[src/rtl/procyon_ccu_arb_pkg.sv]
// Shared CCU length codes, arbiter state encoding and index-width helper.
// The `PCYN_* macros are guarded so they coexist with procyon_constants.svh.
`ifndef PCYN_CCU_LEN_WIDTH
`define PCYN_CCU_LEN_WIDTH 3
`define PCYN_CCU_LEN_1B    3'b000
`define PCYN_CCU_LEN_2B    3'b001
`define PCYN_CCU_LEN_4B    3'b010
`define PCYN_CCU_LEN_8B    3'b011
`define PCYN_CCU_LEN_16B   3'b100
`define PCYN_CCU_LEN_32B   3'b101
`endif

`ifndef PCYN_CCU_ARB_STATE_WIDTH
`define PCYN_CCU_ARB_STATE_WIDTH 2
`define PCYN_CCU_ARB_STATE_IDLE  2'b00
`define PCYN_CCU_ARB_STATE_BUSY  2'b01
`define PCYN_CCU_ARB_STATE_DONE  2'b10
`endif

package procyon_ccu_arb_pkg;

   localparam int CCU_LEN_WIDTH = `PCYN_CCU_LEN_WIDTH;
   localparam logic [CCU_LEN_WIDTH-1:0] CCU_LEN_32B = `PCYN_CCU_LEN_32B;

   localparam logic [1:0] ARB_IDLE = `PCYN_CCU_ARB_STATE_IDLE;
   localparam logic [1:0] ARB_BUSY = `PCYN_CCU_ARB_STATE_BUSY;
   localparam logic [1:0] ARB_DONE = `PCYN_CCU_ARB_STATE_DONE;

   // A single requester still needs a 1-bit index.
   function automatic int idx_width(input int n);
      return (n > 1) ? $clog2(n) : 1;
   endfunction

endpackage

[src/rtl/procyon_ccu_arb_picker.sv]
// Combinational winner picker: round-robin from ptr with PCYN_CCU_ARB_RR_EN, else lowest index wins.
// Zero latency, no handshake; the caller samples the result only while idle.
module procyon_ccu_arb_picker #(
   parameter int REQ_NUM   = 2,
   parameter int IDX_WIDTH = 1
) (
   input  logic [REQ_NUM-1:0]   req,
   input  logic [IDX_WIDTH-1:0] ptr,
   output logic [REQ_NUM-1:0]   onehot,
   output logic [IDX_WIDTH-1:0] idx
);

   logic [IDX_WIDTH-1:0] start;
   logic [IDX_WIDTH-1:0] pos;
   logic                 found;

`ifdef PCYN_CCU_ARB_RR_EN
   assign start = ptr;
`else
   logic unused_ptr;
   assign unused_ptr = ^ptr;
   assign start      = '0;
`endif

   // Walk the requests starting at 'start', wrapping at REQ_NUM-1.
   always_comb begin
      onehot = '0;
      found  = 1'b0;
      pos    = start;
      for (int k = 0; k < REQ_NUM; k++) begin
         if (!found && req[pos]) begin
            onehot[pos] = 1'b1;
            found       = 1'b1;
         end
         pos = (pos == IDX_WIDTH'(REQ_NUM - 1)) ? '0 : pos + IDX_WIDTH'(1);
      end
   end

   procyon_onehot2binary #(
      .OPTN_ONEHOT_WIDTH (REQ_NUM),
      .OPTN_BINARY_WIDTH (IDX_WIDTH)
   ) u_onehot2binary (
      .i_onehot (onehot),
      .o_binary (idx)
   );

endmodule

[src/rtl/procyon_onehot2binary.sv]
// One-hot to binary index encoder; purely combinational, no handshake.
module procyon_onehot2binary #(
   parameter int OPTN_ONEHOT_WIDTH = 2,
   parameter int OPTN_BINARY_WIDTH = 1
) (
   input  logic [OPTN_ONEHOT_WIDTH-1:0] i_onehot,
   output logic [OPTN_BINARY_WIDTH-1:0] o_binary
);

   always_comb begin
      o_binary = '0;
      for (int i = 0; i < OPTN_ONEHOT_WIDTH; i++) begin
         if (i_onehot[i]) o_binary = o_binary | OPTN_BINARY_WIDTH'(i);
      end
   end

endmodule

[src/rtl/procyon_ccu_arb.sv]
// Shares the single BIF between CCU requesters (round-robin when PCYN_CCU_ARB_RR_EN is defined).
// bif_en 1 cycle after a request is seen; grant pulses 1 cycle after bif_done; requesters hold until granted.
module procyon_ccu_arb
   import procyon_ccu_arb_pkg::*;
#(
   parameter int OPTN_ADDR_WIDTH   = 32,
   parameter int OPTN_DC_LINE_SIZE = 32,
   parameter int OPTN_CCU_REQ_NUM  = 2,
   parameter int DC_LINE_WIDTH     = OPTN_DC_LINE_SIZE * 8
) (
   input  logic                        clk,
   input  logic                        n_rst,
   input  logic [OPTN_CCU_REQ_NUM-1:0] i_ccu_en,
   input  logic [OPTN_CCU_REQ_NUM-1:0] i_ccu_we,
   input  logic [CCU_LEN_WIDTH-1:0]    i_ccu_len  [0:OPTN_CCU_REQ_NUM-1],
   input  logic [OPTN_ADDR_WIDTH-1:0]  i_ccu_addr [0:OPTN_CCU_REQ_NUM-1],
   input  logic [DC_LINE_WIDTH-1:0]    i_ccu_data [0:OPTN_CCU_REQ_NUM-1],
   output logic [OPTN_CCU_REQ_NUM-1:0] o_ccu_grant,
   output logic [DC_LINE_WIDTH-1:0]    o_ccu_data,
   output logic                        o_bif_en,
   output logic                        o_bif_we,
   output logic [CCU_LEN_WIDTH-1:0]    o_bif_len,
   output logic [OPTN_ADDR_WIDTH-1:0]  o_bif_addr,
   output logic [DC_LINE_WIDTH-1:0]    o_bif_data,
   input  logic                        i_bif_done,
   input  logic [DC_LINE_WIDTH-1:0]    i_bif_data
);

   localparam int IW = idx_width(OPTN_CCU_REQ_NUM);

   logic [1:0]                  state;
   logic [OPTN_CCU_REQ_NUM-1:0] pick_onehot;
   logic [IW-1:0]               pick_idx;
   logic [IW-1:0]               ptr;
   logic [OPTN_CCU_REQ_NUM-1:0] sel;
   logic                        we_q;
   logic [CCU_LEN_WIDTH-1:0]    len_q;
   logic [OPTN_ADDR_WIDTH-1:0]  addr_q;
   logic [DC_LINE_WIDTH-1:0]    data_q;

   procyon_ccu_arb_picker #(
      .REQ_NUM   (OPTN_CCU_REQ_NUM),
      .IDX_WIDTH (IW)
   ) u_picker (
      .req    (i_ccu_en),
      .ptr    (ptr),
      .onehot (pick_onehot),
      .idx    (pick_idx)
   );

   // data_q doubles as write data towards the BIF and read data back to the requester.
   always_ff @(posedge clk or negedge n_rst) begin
      if (!n_rst) begin
         state  <= ARB_IDLE;
         sel    <= '0;
         we_q   <= 1'b0;
         len_q  <= '0;
         addr_q <= '0;
         data_q <= '0;
      end else begin
         case (state)
            ARB_IDLE: begin
               if (|i_ccu_en) begin
                  state  <= ARB_BUSY;
                  sel    <= pick_onehot;
                  we_q   <= i_ccu_we[pick_idx];
                  len_q  <= i_ccu_len[pick_idx];
                  addr_q <= i_ccu_addr[pick_idx];
                  data_q <= i_ccu_data[pick_idx];
               end
            end
            ARB_BUSY: begin
               if (i_bif_done) begin
                  state <= ARB_DONE;
                  if (!we_q) data_q <= i_bif_data;
               end
            end
            ARB_DONE: state <= ARB_IDLE;
            default:  state <= ARB_IDLE;
         endcase
      end
   end

`ifdef PCYN_CCU_ARB_RR_EN
   logic [IW-1:0] winner;

   always_ff @(posedge clk or negedge n_rst) begin
      if (!n_rst) begin
         winner <= '0;
         ptr    <= '0;
      end else begin
         if (state == ARB_IDLE && |i_ccu_en) winner <= pick_idx;
         if (state == ARB_DONE) begin
            ptr <= (winner == IW'(OPTN_CCU_REQ_NUM - 1)) ? '0 : winner + IW'(1);
         end
      end
   end
`else
   assign ptr = '0;
`endif

   // Outputs decode straight from state so reset drops bif_en without waiting for a clock.
   assign o_bif_en    = (state == ARB_BUSY);
   assign o_ccu_grant = (state == ARB_DONE) ? sel : '0;
   assign o_ccu_data  = data_q;
   assign o_bif_we    = we_q;
   assign o_bif_len   = len_q;
   assign o_bif_addr  = addr_q;
   assign o_bif_data  = data_q;

endmodule
[config.mk]
export PLATFORM = sky130hd
export DESIGN_NAME = procyon_ccu_arb
export DESIGN_NICKNAME = d
export VERILOG_FILES = /design/src/rtl/procyon_ccu_arb_pkg.sv /design/src/rtl/procyon_ccu_arb_picker.sv /design/src/rtl/procyon_onehot2binary.sv /design/src/rtl/procyon_ccu_arb.sv
export SDC_FILE = /design/constraint.sdc
export NUM_CORES = 1
export LEC_CHECK = 0
export ABC_AREA = 1
export BUFFER_PORTS_ARGS = -buffer_cell sky130_fd_sc_hd__clkbuf_2
export CELL_PAD_IN_SITES_DETAIL_PLACEMENT = 1
export CELL_PAD_IN_SITES_GLOBAL_PLACEMENT = 2
export CORE_AREA = 2 2 539 541
export CTS_CLUSTER_DIAMETER = 30
export DETAILED_ROUTE_END_ITERATION = 10
export DIE_AREA = 0 0 541 543
export PLACE_DENSITY_LB_ADDON = 0.1
export SLEW_MARGIN = 20
export SYNTH_ARGS = -nofsm -noshare
export SYNTH_HDL_FRONTEND = slang
export SYNTH_HIERARCHICAL = 1
export SYNTH_SLANG_ARGS = --single-unit
[constraint.sdc]
create_clock -name clk -period 1.2 [get_ports clk]
set_input_delay 0.36 -clock clk [delete_from_list [all_inputs] [get_ports clk]]
set_output_delay 0.36 -clock clk [all_outputs]
set_load 0.005 [all_outputs]
# Word level (Yosys, flattened, before mapping)
# Cells that the tools add are included.
# totals
elab_cells	45
register_bits	296
in_bits	845
# op_classes
reduce_logical	8
n_eq_ne	5
n_mux	23
order_cmp	2
bitwise_logic	1
# ops
cell	n
2-to-1 mux 256 bit	6
case mux 256 bit (2 select lines)	1
2-to-1 mux 32 bit	3
2-to-1 mux 3 bit	3
2-to-1 mux 2 bit	4
2-to-1 mux 1 bit	5
!= test 2 bit (second input constant)	2
case mux 2 bit (2 select lines)	1
AND reduction 2 bit	2
AND reduction 4 bit	1
== test 2 x 1 -> 1 bit (second input constant)	1
== test 2 bit (second input constant)	1
greater-or-equal comparator 2 bit (second input constant)	1
logical NOT 2 bit	1
less-than comparator 1 x 2 -> 1 bit (second input constant)	1
!= test 2 x 1 -> 1 bit (second input constant)	1
NOT 1 -> 2 bit	1
nonzero test 2 bit	1
OR reduction 2 bit	1
logical AND 1 bit	1
logical NOT 1 bit	1

# Logic depth before layout (Yosys ltp)
# logic_depth
depth_word	11
mapped_depth	12
ltp_nobuf	8

# Modules after synthesis
# The synthesis kept the hierarchy.
# modules_own_cells
module	area_per_inst_um2	instances	cells_each
procyon_ccu_arb	21202.8	1	3541
procyon_ccu_arb_picker	17.5	1	3
procyon_onehot2binary	7.5	1	1

# Least setup slack after synthesis
# No wires, ideal clock.
# synth_timing
path_kind	input-to-reg
startpoint	in i_ccu_en[1]
endpoint	reg addr_q[22], in the netlist o_bif_addr[22]
required_time_ns	1.134
t_arrival_ns	1.404
path_stages	11
setup_slack_ns	-0.269
path_cell_list	inv_1 nor2_2 buf_4 clkbuf_1 inv_1 buf_2 clkbuf_1 nand2_1 nand2_1 nand2_1 nand2_1
# synth_via
elab_chain_len	7
elab_cells_between_ends	9
classes_between	mux (5); bitwise (1); reduce/logical (3)
# synth_lines
item	line_no	source
from (decl)	procyon_ccu_arb.sv:13	input logic [OPTN_CCU_REQ_NUM-1:0] i_ccu_en,
logical AND 1 bit	procyon_ccu_arb_picker.sv:31	if (!found && req[pos]) begin
2-to-1 mux 2 bit	procyon_ccu_arb_picker.sv:31	
via pick_onehot[1]	procyon_ccu_arb.sv:32	logic [OPTN_CCU_REQ_NUM-1:0] pick_onehot;
2-to-1 mux 1 bit	procyon_onehot2binary.sv:13	if (i_onehot[i]) o_binary = o_binary | OPTN_BINARY_WIDTH'(i);
via pick_idx	procyon_ccu_arb.sv:33	logic [IW-1:0] pick_idx;
NOT 1 -> 2 bit (not written as such)	procyon_ccu_arb.sv:68	addr_q <= i_ccu_addr[pick_idx];
2-to-1 mux 32 bit (not written as such) (3 in series)	procyon_ccu_arb.sv:68	
to (signal assigned)	procyon_ccu_arb.sv:68	
to (decl)	procyon_ccu_arb.sv:38	logic [OPTN_ADDR_WIDTH-1:0] addr_q;
# The timed path passes the listed nets, and every way through them passes these cells. The select of a mux whose other input is x is not followed.
# A chain may end at the register's enable or synchronous reset.

# Final worst setup path
# layout_timing
startpoint	reg state[0]
endpoint	out o_bif_en
# layout_via
elab_chain_len	1
# layout_lines
item	line_no	source
from (decl)	procyon_ccu_arb.sv:31	logic [1:0] state;
from (signal assigned)	procyon_ccu_arb.sv:54	state <= ARB_IDLE;
from (signal assigned)	procyon_ccu_arb.sv:64	state <= ARB_BUSY;
from (signal assigned)	procyon_ccu_arb.sv:74	state <= ARB_DONE;
== test 2 x 1 -> 1 bit	procyon_ccu_arb.sv:103	assign o_bif_en = (state == ARB_BUSY);
to (decl)	procyon_ccu_arb.sv:20	output logic o_bif_en,
# No other way between the ends.

==> summary.md <==
| Metric | Value |
|---|---|
| Crit-path max cell delay | `0.43 ns` |
| Routed Antenna Nets | `0` |
| Clock Sinks | `296` |
| Row Count | `197` |
| Register-to-Register Path Depth | `13` |
| Power Density | `2660 nW/µm²` |
| CTS max path bufs | `4` |
| Worst setup path class | `flip-flop to primary output` |
| Sum Neg Setup Slack | `-473.40 ns` |
| WHS Path Cells | `5` |
| Gr usage total | `0.136` |
| Worst EP required | `0.84 ns` |
| Dpl ws | `-0.887 ns` |
| CTS clk-pin slew, worst paths | `0.03 ns` |
| Pre-Repair DR Iteration Count | `4` |
| FF/Latch Area | `7550 µm²` |
| WL per Instance | `22.2 µm` |
| # setup viols final | `846` |
| Clock root cell | `clkbuf_16` |
| Drt initial violations | `934` |
| Residual overflow from global routing | `0` |
| Hold Path Origin | `i_bif_data[122]` |
| H-tree depth | `4` |
| Buffers added on ports | `1,395` |
| Die height | `543 µm` |
| FF-to-FF Start | `state[1]$_DFFE_PN0P_` |
| Slew @ Worst Pin | `0.449 ns` |
| Die Area | `294,000 µm²` |
| Max Freq | `477 MHz` |
| Synthesized cell area | `21,200 µm²` |
| # IOs | `1,396` |
| Yosys warnings | `6` |
| Worst hold slack | `0.0452 ns` |
| Syn nets | `4,389` |
| RSZ-0062 raised after global routing | `true` |
| First-pass GRT wire length | `275,000 µm` |
| Post-Route WL | `211,000 µm` |
| Post-route setup slack | `-0.897 ns` |
| Antenna violations before repair | `51` |
| Worst setup SP type | `flip-flop` |
| Area Overhead vs Synth | `121%` |
| Design Area, Final | `46,900 µm²` |
| Final-report max-slew violation count | `0` |
| Setup Skew | `0.0482 ns` |
| Crit. Startpoint | `state[0]$_DFFE_PN0P_` |
| Worst hold path class | `input port to flip-flop` |
| Min Tclk post-route | `2.10 ns` |
| Worst path arrival time | `1.74 ns` |
| Failing checks | `setup timing` |
| CP delay by family, top | `flip-flops` |
| Vias in the first global route | `32,455` |
| Via count | `29,128` |
| Vias per cell | `3.07` |
| Final Hold Fails | `0` |
| Initial Util | `0.0738` |
| Synth Area per Inst | `5.99 µm²` |
| Reg-to-Reg End | `o_bif_data[147]$_DFFE_PN0P_` |
| Dpl hpwl | `170,000 µm` |
| DRC | `0` |
| Worst skew pair latency | `0.79 ns` |
| Hold Path Sink | `o_bif_data[122]$_DFFE_PN0P_` |
| Worst path slowest cell | `dfrtp_2` |
| Share of cells above drive strength 1 | `0.378` |
| Status | `finished, violations left` |
| Worst path cell trace | `nand2_4, inv_8, buf_16, buf_16, clkbuf_2` |
| Worst reg2reg setup slack | `-0.78 ns` |
| Crit-path max FO | `3` |
| Fill cell count | `34,768` |
| CTS Buf Count | `156` |
| # Max-Cap Violations | `0` |
| Period utilization | `1.75` |
| Setup crit end kind | `primary output` |
| Nets | `6,436` |
| Multi-input logic area | `9300 µm²` |
| Commonest non-fill, non-tap cell in the layout | `nand2_1` |
| Max-slew headroom | `0.700` |
| Largest net degree at the start of global routing | `53` |
| Total core area | `287,000 µm²` |
| Most frequent cells in the layout | `nand2_1, clkbuf_2, dlygate4sd3_1` |
| Gate Count Post-Synth | `3,544` |
| Gpl congestion | `0.772` |
| Leak | `26.0 nW` |
| WP buf/inv | `4` |
| CP dominant cell by count | `buf_16` |
| CTS tree | `done` |
| Die W | `541 µm` |
| Area after DPL | `33,100 µm²` |
| Peak supply drop | `0.00109 V` |
final cells by class:
cell class / instances / share of cell area
Timing Repair Buffer: 2332 / 0.397
Multi-Input combinational cell: 2285 / 0.198
Sequential cell: 296 / 0.161
Tap cell: 3781 / 0.101
Clock buffer: 245 / 0.0951
Inverter: 520 / 0.0422
Clock inverter: 11 / 0.00387
Antenna cell: 23 / 0.00123
power by group:
part | switching (mW) | leakage, nW | internal [mW]
combinational | 35.4 | 20.3 | 30.9
sequential | 7.84 | 3.50 | 15.6
clock | 9.94 | 2.24 | 25.1
total | 53.2 | 26.0 | 71.7
sequential cells by signal (all words and copies together), names as in the netlist:
signal,count
o_bif_data,256
o_bif_addr,32
o_bif_len,3
sel,2
state,2
o_bif_we,1
worst max path at each step:
stage	endpoint	slack (ns)	depth (start not counted)
global placement	o_bif_data[119]$_DFFE_PN0P_	-0.89	13
CTS	o_bif_en	-1.01	6
global route	o_bif_en	-1.01	5
detailed placement	o_bif_data[119]$_DFFE_PN0P_	-0.89	13
floorplan	o_bif_data[11]$_DFFE_PN0P_	-0.14	11
finish	o_bif_en	-0.90	5
worst min-delay path, stage by stage:
cell,delay (ns)
clkbuf_2,0.08
nand2_1,0.11
nand2_1,0.09
nand2_1,0.05
nand2_1,0.05
layer usage:
metal,share of wire,wire [µm],vias to the layer above,track usage
li1,-,-,14239,-
met1,0.43,90900,13649,0.164
met2,0.49,103000,1002,0.238
met3,0.063,13200,226,0.0400
met4,0.015,3260,12,0.0254
met5,0.00043,90,-,0
repair_timing:
item / in CTS / in global routing
hold buffers: 579 / 0
gates resized for setup: 331 / 159
endpoints found under the setup margin: 846 / 847
cloned: 11 / 28
pin swaps: 4 / 78
endpoints found under the hold margin: 583 / 0
buffers inserted: 46 / 31
stage by stage:
step	cells	power (mW)	util
floorplan	3544	43.6	-
global placement	8524	76.2	0.115
detailed placement	8524	76.0	0.115
CTS	9416	122	0.158
global route	9485	135	0.163
finish	9493	125	0.163
Note: power is estimated with default switching activity, not from simulation.
